File: src/rtl/video_pkg.sv
// Shared framebuffer geometry and pixel types for the video controller.
// Imported by the framebuffer write arbiter and its sub-blocks.
package video_pkg;

  localparam int FB_WIDTH  = 800;
  localparam int FB_HEIGHT = 600;
  localparam int FB_PIXELS = FB_WIDTH * FB_HEIGHT;
  localparam int ID_W      = 3;

  typedef logic [19:0] pix_addr_t;
  typedef logic [23:0] rgb_t;
  typedef logic [ID_W-1:0] req_id_t;

  function automatic req_id_t next_ptr(
    input req_id_t id,
    input int      n
  );
    if (int'(id) == n - 1) return '0;
    return id + req_id_t'(1);
  endfunction

endpackage

File: src/rtl/fb_write_arbiter_if.sv
// Requester and framebuffer write-port bundle for fb_write_arbiter.
// The master side is the requester/framebuffer environment.
interface fb_write_arbiter_if
  import video_pkg::*;
#(
  parameter int NUM_REQ = 4
);

  logic [NUM_REQ-1:0]    req_valid;
  logic [NUM_REQ-1:0]    req_ready;
  logic [NUM_REQ*20-1:0] req_pixel;
  logic [NUM_REQ*24-1:0] req_color;
  logic                  fb_ready;
  logic                  sig_write;
  pix_addr_t             pixel;
  rgb_t                  color;
  req_id_t               grant_id;
  logic [15:0]           drop_count;

  modport master (
    output req_valid,
    output req_pixel,
    output req_color,
    output fb_ready,
    input  req_ready,
    input  sig_write,
    input  pixel,
    input  color,
    input  grant_id,
    input  drop_count
  );

  modport slave (
    input  req_valid,
    input  req_pixel,
    input  req_color,
    input  fb_ready,
    output req_ready,
    output sig_write,
    output pixel,
    output color,
    output grant_id,
    output drop_count
  );

endinterface

File: src/rtl/fb_write_arbiter_rr_arbiter.sv
// Combinational round-robin priority rotate: first request at or after
// ptr wins, wrapping past NUM_REQ-1 back to 0.
module rr_arbiter
  import video_pkg::*;
#(
  parameter int NUM_REQ = 4
) (
  input  logic [NUM_REQ-1:0] req,
  input  req_id_t            ptr,
  output logic [NUM_REQ-1:0] grant,
  output req_id_t            idx
);

  logic found;

  always_comb begin
    grant = '0;
    idx   = '0;
    found = 1'b0;
    for (int k = 0; k < NUM_REQ; k++) begin
      for (int j = 0; j < NUM_REQ; j++) begin
        if (!found && req[j] &&
            j == (int'(ptr) + k) % NUM_REQ) begin
          found    = 1'b1;
          grant[j] = 1'b1;
          idx      = req_id_t'(j);
        end
      end
    end
  end

endmodule

File: src/rtl/fb_write_arbiter.sv
// Round-robin framebuffer write arbiter with a 1-entry output register.
// Define FB_WRITE_BOUNDS_CHECK_EN to drop and count out-of-range writes.
module fb_write_arbiter
  import video_pkg::*;
#(
  parameter int NUM_REQ   = 4,
  parameter int FB_PIXELS = video_pkg::FB_PIXELS
) (
  input logic               clk,
  input logic               reset,
  fb_write_arbiter_if.slave bus
);

  if (NUM_REQ < 2 || NUM_REQ > 8 ||
      FB_PIXELS < 1 || FB_PIXELS > (1 << 20)) begin : g_bad_cfg
    $error("fb_write_arbiter: bad parameters");
  end

  logic [NUM_REQ-1:0] grant;
  req_id_t            idx;
  req_id_t            ptr_q;
  logic               sig_write_q;
  pix_addr_t          pixel_q;
  rgb_t               color_q;
  req_id_t            grant_id_q;
  logic [15:0]        drop_q;

  logic      out_free;
  logic      any;
  logic      in_range;
  logic      issue;
  pix_addr_t sel_pixel;
  rgb_t      sel_color;

  rr_arbiter #(
    .NUM_REQ (NUM_REQ)
  ) u_rr (
    .req   (bus.req_valid),
    .ptr   (ptr_q),
    .grant (grant),
    .idx   (idx)
  );

  assign out_free  = ~sig_write_q | bus.fb_ready;
  assign any       = |grant;
  assign sel_pixel = bus.req_pixel[int'(idx)*20 +: 20];
  assign sel_color = bus.req_color[int'(idx)*24 +: 24];

`ifdef FB_WRITE_BOUNDS_CHECK_EN
  assign in_range = int'(sel_pixel) < FB_PIXELS;
`else
  assign in_range = 1'b1;
`endif

  assign issue         = out_free & any & in_range;
  assign bus.req_ready = out_free ? grant : '0;

  always_ff @(posedge clk) begin
    if (reset) begin
      ptr_q       <= '0;
      sig_write_q <= 1'b0;
      pixel_q     <= '0;
      color_q     <= '0;
      grant_id_q  <= '0;
    end else if (out_free) begin
      sig_write_q <= issue;
      if (issue) begin
        pixel_q    <= sel_pixel;
        color_q    <= sel_color;
        grant_id_q <= idx;
      end
      if (any) ptr_q <= next_ptr(idx, NUM_REQ);
    end
  end

`ifdef FB_WRITE_BOUNDS_CHECK_EN
  always_ff @(posedge clk) begin
    if (reset) begin
      drop_q <= '0;
    end else if (out_free && any && !in_range &&
                 drop_q != 16'hFFFF) begin
      drop_q <= drop_q + 16'd1;
    end
  end
`else
  assign drop_q = '0;
`endif

  assign bus.sig_write  = sig_write_q;
  assign bus.pixel      = pixel_q;
  assign bus.color      = color_q;
  assign bus.grant_id   = grant_id_q;
  assign bus.drop_count = drop_q;

endmodule

File: src/flat_wrapper.sv
// flat-port wrapper written by rule: the top's interface ports become plain ports
module fb_write_arbiter_flat import video_pkg::*;
#(
  parameter int NUM_REQ   = 4,
  parameter int FB_PIXELS = video_pkg::FB_PIXELS
)
  (clk, reset, bus_req_valid, bus_req_pixel, bus_req_color, bus_fb_ready, bus_req_ready, bus_sig_write, bus_pixel, bus_color, bus_grant_id, bus_drop_count);
  fb_write_arbiter_if #(.NUM_REQ(NUM_REQ)) bus_i ();
  input logic clk;
  input logic reset;
  input wire logic [$bits(bus_i.req_valid)-1:0] bus_req_valid;
  input wire logic [$bits(bus_i.req_pixel)-1:0] bus_req_pixel;
  input wire logic [$bits(bus_i.req_color)-1:0] bus_req_color;
  input wire logic [$bits(bus_i.fb_ready)-1:0] bus_fb_ready;
  output wire logic [$bits(bus_i.req_ready)-1:0] bus_req_ready;
  output wire logic [$bits(bus_i.sig_write)-1:0] bus_sig_write;
  output wire logic [$bits(bus_i.pixel)-1:0] bus_pixel;
  output wire logic [$bits(bus_i.color)-1:0] bus_color;
  output wire logic [$bits(bus_i.grant_id)-1:0] bus_grant_id;
  output wire logic [$bits(bus_i.drop_count)-1:0] bus_drop_count;
  assign bus_i.req_valid = bus_req_valid;
  assign bus_i.req_pixel = bus_req_pixel;
  assign bus_i.req_color = bus_req_color;
  assign bus_i.fb_ready = bus_fb_ready;
  assign bus_req_ready = bus_i.req_ready;
  assign bus_sig_write = bus_i.sig_write;
  assign bus_pixel = bus_i.pixel;
  assign bus_color = bus_i.color;
  assign bus_grant_id = bus_i.grant_id;
  assign bus_drop_count = bus_i.drop_count;
  fb_write_arbiter #(.NUM_REQ(NUM_REQ), .FB_PIXELS(FB_PIXELS)) u_core (.clk(clk), .reset(reset), .bus(bus_i));
endmodule
File: config.mk
export PLATFORM = sky130hd
export DESIGN_NAME = fb_write_arbiter_flat
export DESIGN_NICKNAME = d
export VERILOG_FILES = /design/src/rtl/video_pkg.sv /design/src/rtl/fb_write_arbiter_if.sv /design/src/rtl/fb_write_arbiter_rr_arbiter.sv /design/src/rtl/fb_write_arbiter.sv /design/src/flat_wrapper.sv
export SDC_FILE = /design/constraint.sdc
export NUM_CORES = 1
export LEC_CHECK = 0
export BUFFER_PORTS_ARGS = -buffer_cell sky130_fd_sc_hd__buf_2
export CELL_PAD_IN_SITES_DETAIL_PLACEMENT = 1
export CELL_PAD_IN_SITES_GLOBAL_PLACEMENT = 2
export CORE_MARGIN = 8
export CORE_UTILIZATION = 24
export CTS_BUF_LIST = sky130_fd_sc_hd__clkbuf_4 sky130_fd_sc_hd__clkbuf_8 sky130_fd_sc_hd__clkbuf_16
export CTS_CLUSTER_DIAMETER = 150
export DETAILED_ROUTE_END_ITERATION = 12
export GPL_TIMING_DRIVEN = 1
export PLACE_DENSITY_LB_ADDON = 0.1
export SKIP_LAST_GASP = 1
export SLEW_MARGIN = 20
export SYNTH_ARGS = -nofsm -noshare
export SYNTH_HDL_FRONTEND = slang
export SYNTH_HIERARCHICAL = 1
export SYNTH_SLANG_ARGS = --single-unit
export TNS_END_PERCENT = 30
File: constraint.sdc
create_clock -name clk -period 4.3 [get_ports clk]
set_input_delay 0.86 -clock clk [delete_from_list [all_inputs] [get_ports clk]]
set_output_delay 0.86 -clock clk [all_outputs]
set_load 0.01 [all_outputs]
== Word-level counts from Yosys, hierarchy flattened ==
Index checks and enable logic that the tools add are counted.

* Add/sub/neg operators: 4
* Multipliers: 2
* Equality and inequality tests: 13
* Shifts and indexed selects: 2
* Muxes and demuxes: 52
* Bitwise operators: 6
* Reduce and logical (&&, ||, !) cells: 56

{| class="wikitable"
|+ Operators with widths
! kind !! number
|-
| 32-bit zero test || 4
|-
| 96-bit by 32-bit indexed part select with 24-bit output || 1
|-
| 80-bit by 32-bit indexed part select with 20-bit output || 1
|-
| 3-bit two-way mux || 14
|-
| 1-bit two-way mux || 35
|-
| 1-bit logical AND || 31
|-
| 3-bit equality test (first input constant) || 6
|-
| 1-bit zero test || 15
|-
| 2-bit by 3-bit equality test with 1-bit output (first input constant) || 3
|-
| 3-bit by 3-bit multiplier with 6-bit output (second input constant) || 1
|-
| 2-bit OR reduction || 3
|-
| 3-bit by 2-bit multiplier with 5-bit output (second input constant) || 1
|-
| 2-bit by 1-bit adder with 2-bit output (second input constant) || 2
|-
| 2-bit adder (second input constant) || 2
|-
| 2-bit equality test (first input constant) || 2
|-
| 2-bit two-way mux || 2
|-
| 4-bit two-way mux || 1
|-
| 2-bit AND reduction || 2
|-
| 4-bit OR reduction || 1
|-
| 1-bit AND (first input constant) || 3
|-
| 3-bit equality test (second input constant) || 1
|-
| 1-bit by 2-bit equality test with 1-bit output (first input constant) || 1
|-
| 1-bit AND || 1
|-
| 1-bit NOT || 1
|-
| 1-bit bitwise OR || 1
|}

* Bits in registers: 50
* Input port bits: 183
* Output and inout bits: 68
* Logic and storage cells: 140

== Logic depth before layout (Yosys ltp) ==
* Word-level depth: 69
* Depth in mapped cells: 9
* Gate-level depth less buffers: 7

== By module ==
Netlist, hierarchy kept.

{| class="wikitable"
|+ Modules (own cells, without submodules)
! module !! instances !! cells an instance !! area an instance (um2) !! seq. area each (um2)
|-
| fb_write_arbiter || 1 || 213 || 2,971.6 || 1,021.0
|-
| rr_arbiter || 1 || 26 || 160.2 || 0.0
|}

== Worst setup path after synthesis ==
OpenSTA, ideal clock, no wires.

* Path kind: input to register
* Start point: input port bus_req_valid[2]
* End point: register u_core.color_q[0] (netlist: u_core/bus.color[0])
* Data arrival time: 2,622 ps
* Required time: 4,183 ps
* Path slack: 1,561 ps
* Cell stages on the path: 6
* Buffers on the path: 2
* Cell sequence: and2b_2 -> a211oi_1 -> buf_6 -> buf_2 -> mux4_2 -> a32o_1

{| class="wikitable"
|+ RTL lines
! item !! RTL line !! text
|-
| from (decl) || flat_wrapper.sv:11 || <nowiki>input wire logic [$bits(bus_i.req_valid)-1:0] bus_req_valid;</nowiki>
|-
| 1-bit logical AND (2 in a row) || fb_write_arbiter_rr_arbiter.sv:22 || <nowiki>if (!found && req[j] &&</nowiki>
|-
| 1-bit two-way mux || fb_write_arbiter_rr_arbiter.sv:22 ||
|-
| 1-bit zero test || fb_write_arbiter_rr_arbiter.sv:22 ||
|-
| 1-bit logical AND (2 in a row) || fb_write_arbiter_rr_arbiter.sv:22 ||
|-
| 1-bit two-way mux || fb_write_arbiter_rr_arbiter.sv:22 ||
|-
| 1-bit zero test || fb_write_arbiter_rr_arbiter.sv:22 ||
|-
| 1-bit logical AND (2 in a row) || fb_write_arbiter_rr_arbiter.sv:22 ||
|-
| 1-bit two-way mux || fb_write_arbiter_rr_arbiter.sv:22 ||
|-
| [... 37 more ...] || - ||
|-
| 1-bit logical AND (2 in a row) || fb_write_arbiter_rr_arbiter.sv:22 ||
|-
| 1-bit two-way mux || fb_write_arbiter_rr_arbiter.sv:22 ||
|-
| 1-bit zero test || fb_write_arbiter_rr_arbiter.sv:22 ||
|-
| 1-bit logical AND (2 in a row) || fb_write_arbiter_rr_arbiter.sv:22 ||
|-
| 3-bit two-way mux (*) || fb_write_arbiter_rr_arbiter.sv:22 ||
|-
| named net u_core.idx[0] || fb_write_arbiter.sv:20 || <nowiki>req_id_t idx;</nowiki>
|-
| 3-bit by 2-bit multiplier with 5-bit output (*) || fb_write_arbiter.sv:47 || <nowiki>assign sel_color = bus.req_color[int'(idx)*24 +: 24];</nowiki>
|-
| 96-bit by 32-bit indexed part select with 24-bit output (*) || fb_write_arbiter.sv:47 ||
|-
| to (signal assigned) || fb_write_arbiter.sv:69 || <nowiki>color_q <= sel_color;</nowiki>
|-
| to (decl) || fb_write_arbiter.sv:24 || <nowiki>rgb_t color_q;</nowiki>
|}

Mark *: on every way through the listed nets, which the timed path passes. The rest lies on a longest branch.
A chain may end at the register's enable or synchronous reset.

== Worst setup path after layout ==
* Start point: input port bus_req_valid[0]
* End point: output port bus_req_ready[3]

* Word-level cells in the longest chain between the ends: 63

{| class="wikitable"
|+ Ends and longest elaborated chain
! item !! RTL line !! text
|-
| 1-bit logical AND || fb_write_arbiter_rr_arbiter.sv:22 ||
|-
| 1-bit two-way mux || fb_write_arbiter_rr_arbiter.sv:22 ||
|-
| 1-bit zero test || fb_write_arbiter_rr_arbiter.sv:22 ||
|-
| 1-bit logical AND (2 in a row) || fb_write_arbiter_rr_arbiter.sv:22 ||
|-
| 1-bit two-way mux || fb_write_arbiter_rr_arbiter.sv:22 ||
|-
| 1-bit zero test || fb_write_arbiter_rr_arbiter.sv:22 ||
|-
| 1-bit logical AND (2 in a row) || fb_write_arbiter_rr_arbiter.sv:22 ||
|-
| 1-bit two-way mux || fb_write_arbiter_rr_arbiter.sv:22 ||
|-
| [... 44 more ...] || - ||
|-
| 1-bit zero test || fb_write_arbiter_rr_arbiter.sv:22 ||
|-
| 1-bit logical AND (2 in a row) || fb_write_arbiter_rr_arbiter.sv:22 ||
|-
| 1-bit two-way mux || fb_write_arbiter_rr_arbiter.sv:22 ||
|-
| 1-bit zero test || fb_write_arbiter_rr_arbiter.sv:22 ||
|-
| 1-bit logical AND (2 in a row) || fb_write_arbiter_rr_arbiter.sv:22 ||
|-
| 1-bit two-way mux (*) || fb_write_arbiter_rr_arbiter.sv:22 ||
|-
| named net u_core.grant[3] || fb_write_arbiter.sv:19 || <nowiki>logic [NUM_REQ-1:0] grant;</nowiki>
|-
| 4-bit two-way mux (*) || fb_write_arbiter.sv:56 || <nowiki>assign bus.req_ready = out_free ? grant : '0;</nowiki>
|-
| to (decl) || flat_wrapper.sv:15 || <nowiki>output wire logic [$bits(bus_i.req_ready)-1:0] bus_req_ready;</nowiki>
|}

Marks and branches as above.

==> metrics <==
outcome=completed; clock root buffer=clkbuf_16; filler cell count=1490; largest fanout on the critical path=7; Clock Latency Late Sink=0.28 ns; WL per Instance=20.84 µm; Sink Count=50; Fin Clk Skew=0.007636 ns; gr ovfl total=0; GRT Overall Usage=14.91%; PostCTS Resize Cnt=0; proportion of layout cells with a drive suffix above 1=65.86%; final std cells w/o fill=629; Placer Congestion=0.7461; row count=41; Top Ports=251; pre-CTS setup slack=1.053 ns; Worst EP arrival=2.11 ns; max-cap violations=0; # diodes=0; RSZ-0062 raised after global routing=false; footprint of the multi-input gates=0.001863 mm²; Worst-path clk slew=0.07 ns; Via Count=3052; postcts setup bufs=0; Power Density=483.0 mW/mm²; final setup violation count=0; placed cells=620; fin. max-slew vios=0; Fmax=0.3368 GHz; Final Cycle Share=69.04%; I/O Buffers=234; mapped cell area=0.003093 mm²; initial antenna violation count=1; hold buffers post-CTS=0; Lkg Pwr=2.063 nW; Clock Tree Buf Depth=2; final core occ=35.78%; first drt pass iteration count=4; Iteration-0 DRC Markers=130; post-layout min period=2.969 ns; chip width=129.5 µm; Rel. slew slack=39.12%; hpwl dp=10610 µm; DIE AREA=0.01678 mm²; Crit. End Element=output port; Slew @ Worst Pin=0.9075 ns; Num CTS Buffers=5; core area=0.01262 mm²; CP startpoint kind=input port; critical path class=in2out; Ys Warns=6; H-tree depth=2; routed vias/inst=4.852; Final Hold Fails=0; remaining antenna violation count after routing=0; syn avg cell area=13.16 µm²; pin count of the biggest net entering global routing=45; DRC=0; vias in the first global route=3379; setup ws final=1.331 ns; Reg area=0.001001 mm²; Setup TNS=0 ns; CP required=3.44 ns; routed wire length=13110 µm; CTS tree=yes; Synth-to-Final Area Change=46.00%; Die Y=129.5 µm; first-pass GRT wire length=19380 µm; Final #Nets=640; Syn Inst Count=235; Hold/Removal Path Class=reg2reg; Starting Density=24.51%; Worst IR Drop VDD=0.0002166 V
## registers in the layout (all words and copies together) (netlist names)
name and flops:
u_core/bus.grant_id 3, u_core/bus.sig_write 1, u_core/bus.pixel 20, u_core/ptr_q 2, u_core/bus.color 24
## power breakdown
group / internal, mW / leakage (nW) / total (mW) / switching [mW]
registers: 0.559 / 0.409 / 0.620 / 0.0611
clock network: 0.293 / 0.0875 / 0.465 / 0.172
logic: 0.546 / 1.57 / 1.10 / 0.550
total: 1.40 / 2.06 / 2.18 / 0.783
## placed cells by master, fill, tap and decap left out, drive strengths merged, types with 2 or more instances in the layout
cell / instances
conb: 17
a211oi: 2
o22ai: 2
and2: 4
nand3: 3
and2b: 2
inv: 4
a32o: 46
clkbuf: 6
dfxtp: 50
nor4: 2
mux4: 44
nand2b: 3
o21ai: 6
a21oi: 10
buf: 242
nand2: 3
## worst paths after layout
path | start | to | slack, ns | cells after the start
worst max-delay path | bus_req_valid[0] | bus_req_ready[3] | 1.33 | 6
worst min-delay path | u_core/bus.grant_id[1] | u_core/bus.grant_id[1] | 0.48 | 2
worst max register to register | u_core/ptr_q[1] | u_core/bus.color[14] | 1.58 | 6
worst min register to register | u_core/bus.grant_id[1] | u_core/bus.grant_id[1] | 0.48 | 2
## metal layers
| layer | share of wire [%] | GRT usage (%) |
|---|---|---|
| met4 | 0.50 | 2.664 |
| met3 | 7.8 | 3.821 |
| met1 | 36 | 16.19 |
| met2 | 56 | 28.55 |
| met5 | 0.092 | 0 |
## worst max-delay path, stage by stage
cell and delay (ns):
buf_2 0.13, nand2b_1 0.10, a21oi_1 0.13, a211oi_1 0.55
and2_1 0.21, buf_2 0.13
## layout make-up
cell class	instances	area share, %
multi-input combinational	153	41.26
timing repair buffer	242	27.54
sequential	50	22.17
tap	172	4.766
clock buffer	6	3.076
clock inverter	2	0.8590
inverter	4	0.3325
## metrics by stage
step	total power [mW]	cell area, µm²	hold slack, ns
floorplan	1.431	3149	0.4461
detailed placement	1.737	4318	0.4751
CTS	2.218	4496	0.4875
global placement	1.734	4318	0.4715
finish	2.181	4516	0.4814
global route	2.328	4516	0.5092
(Power assumes the default switching activity.)
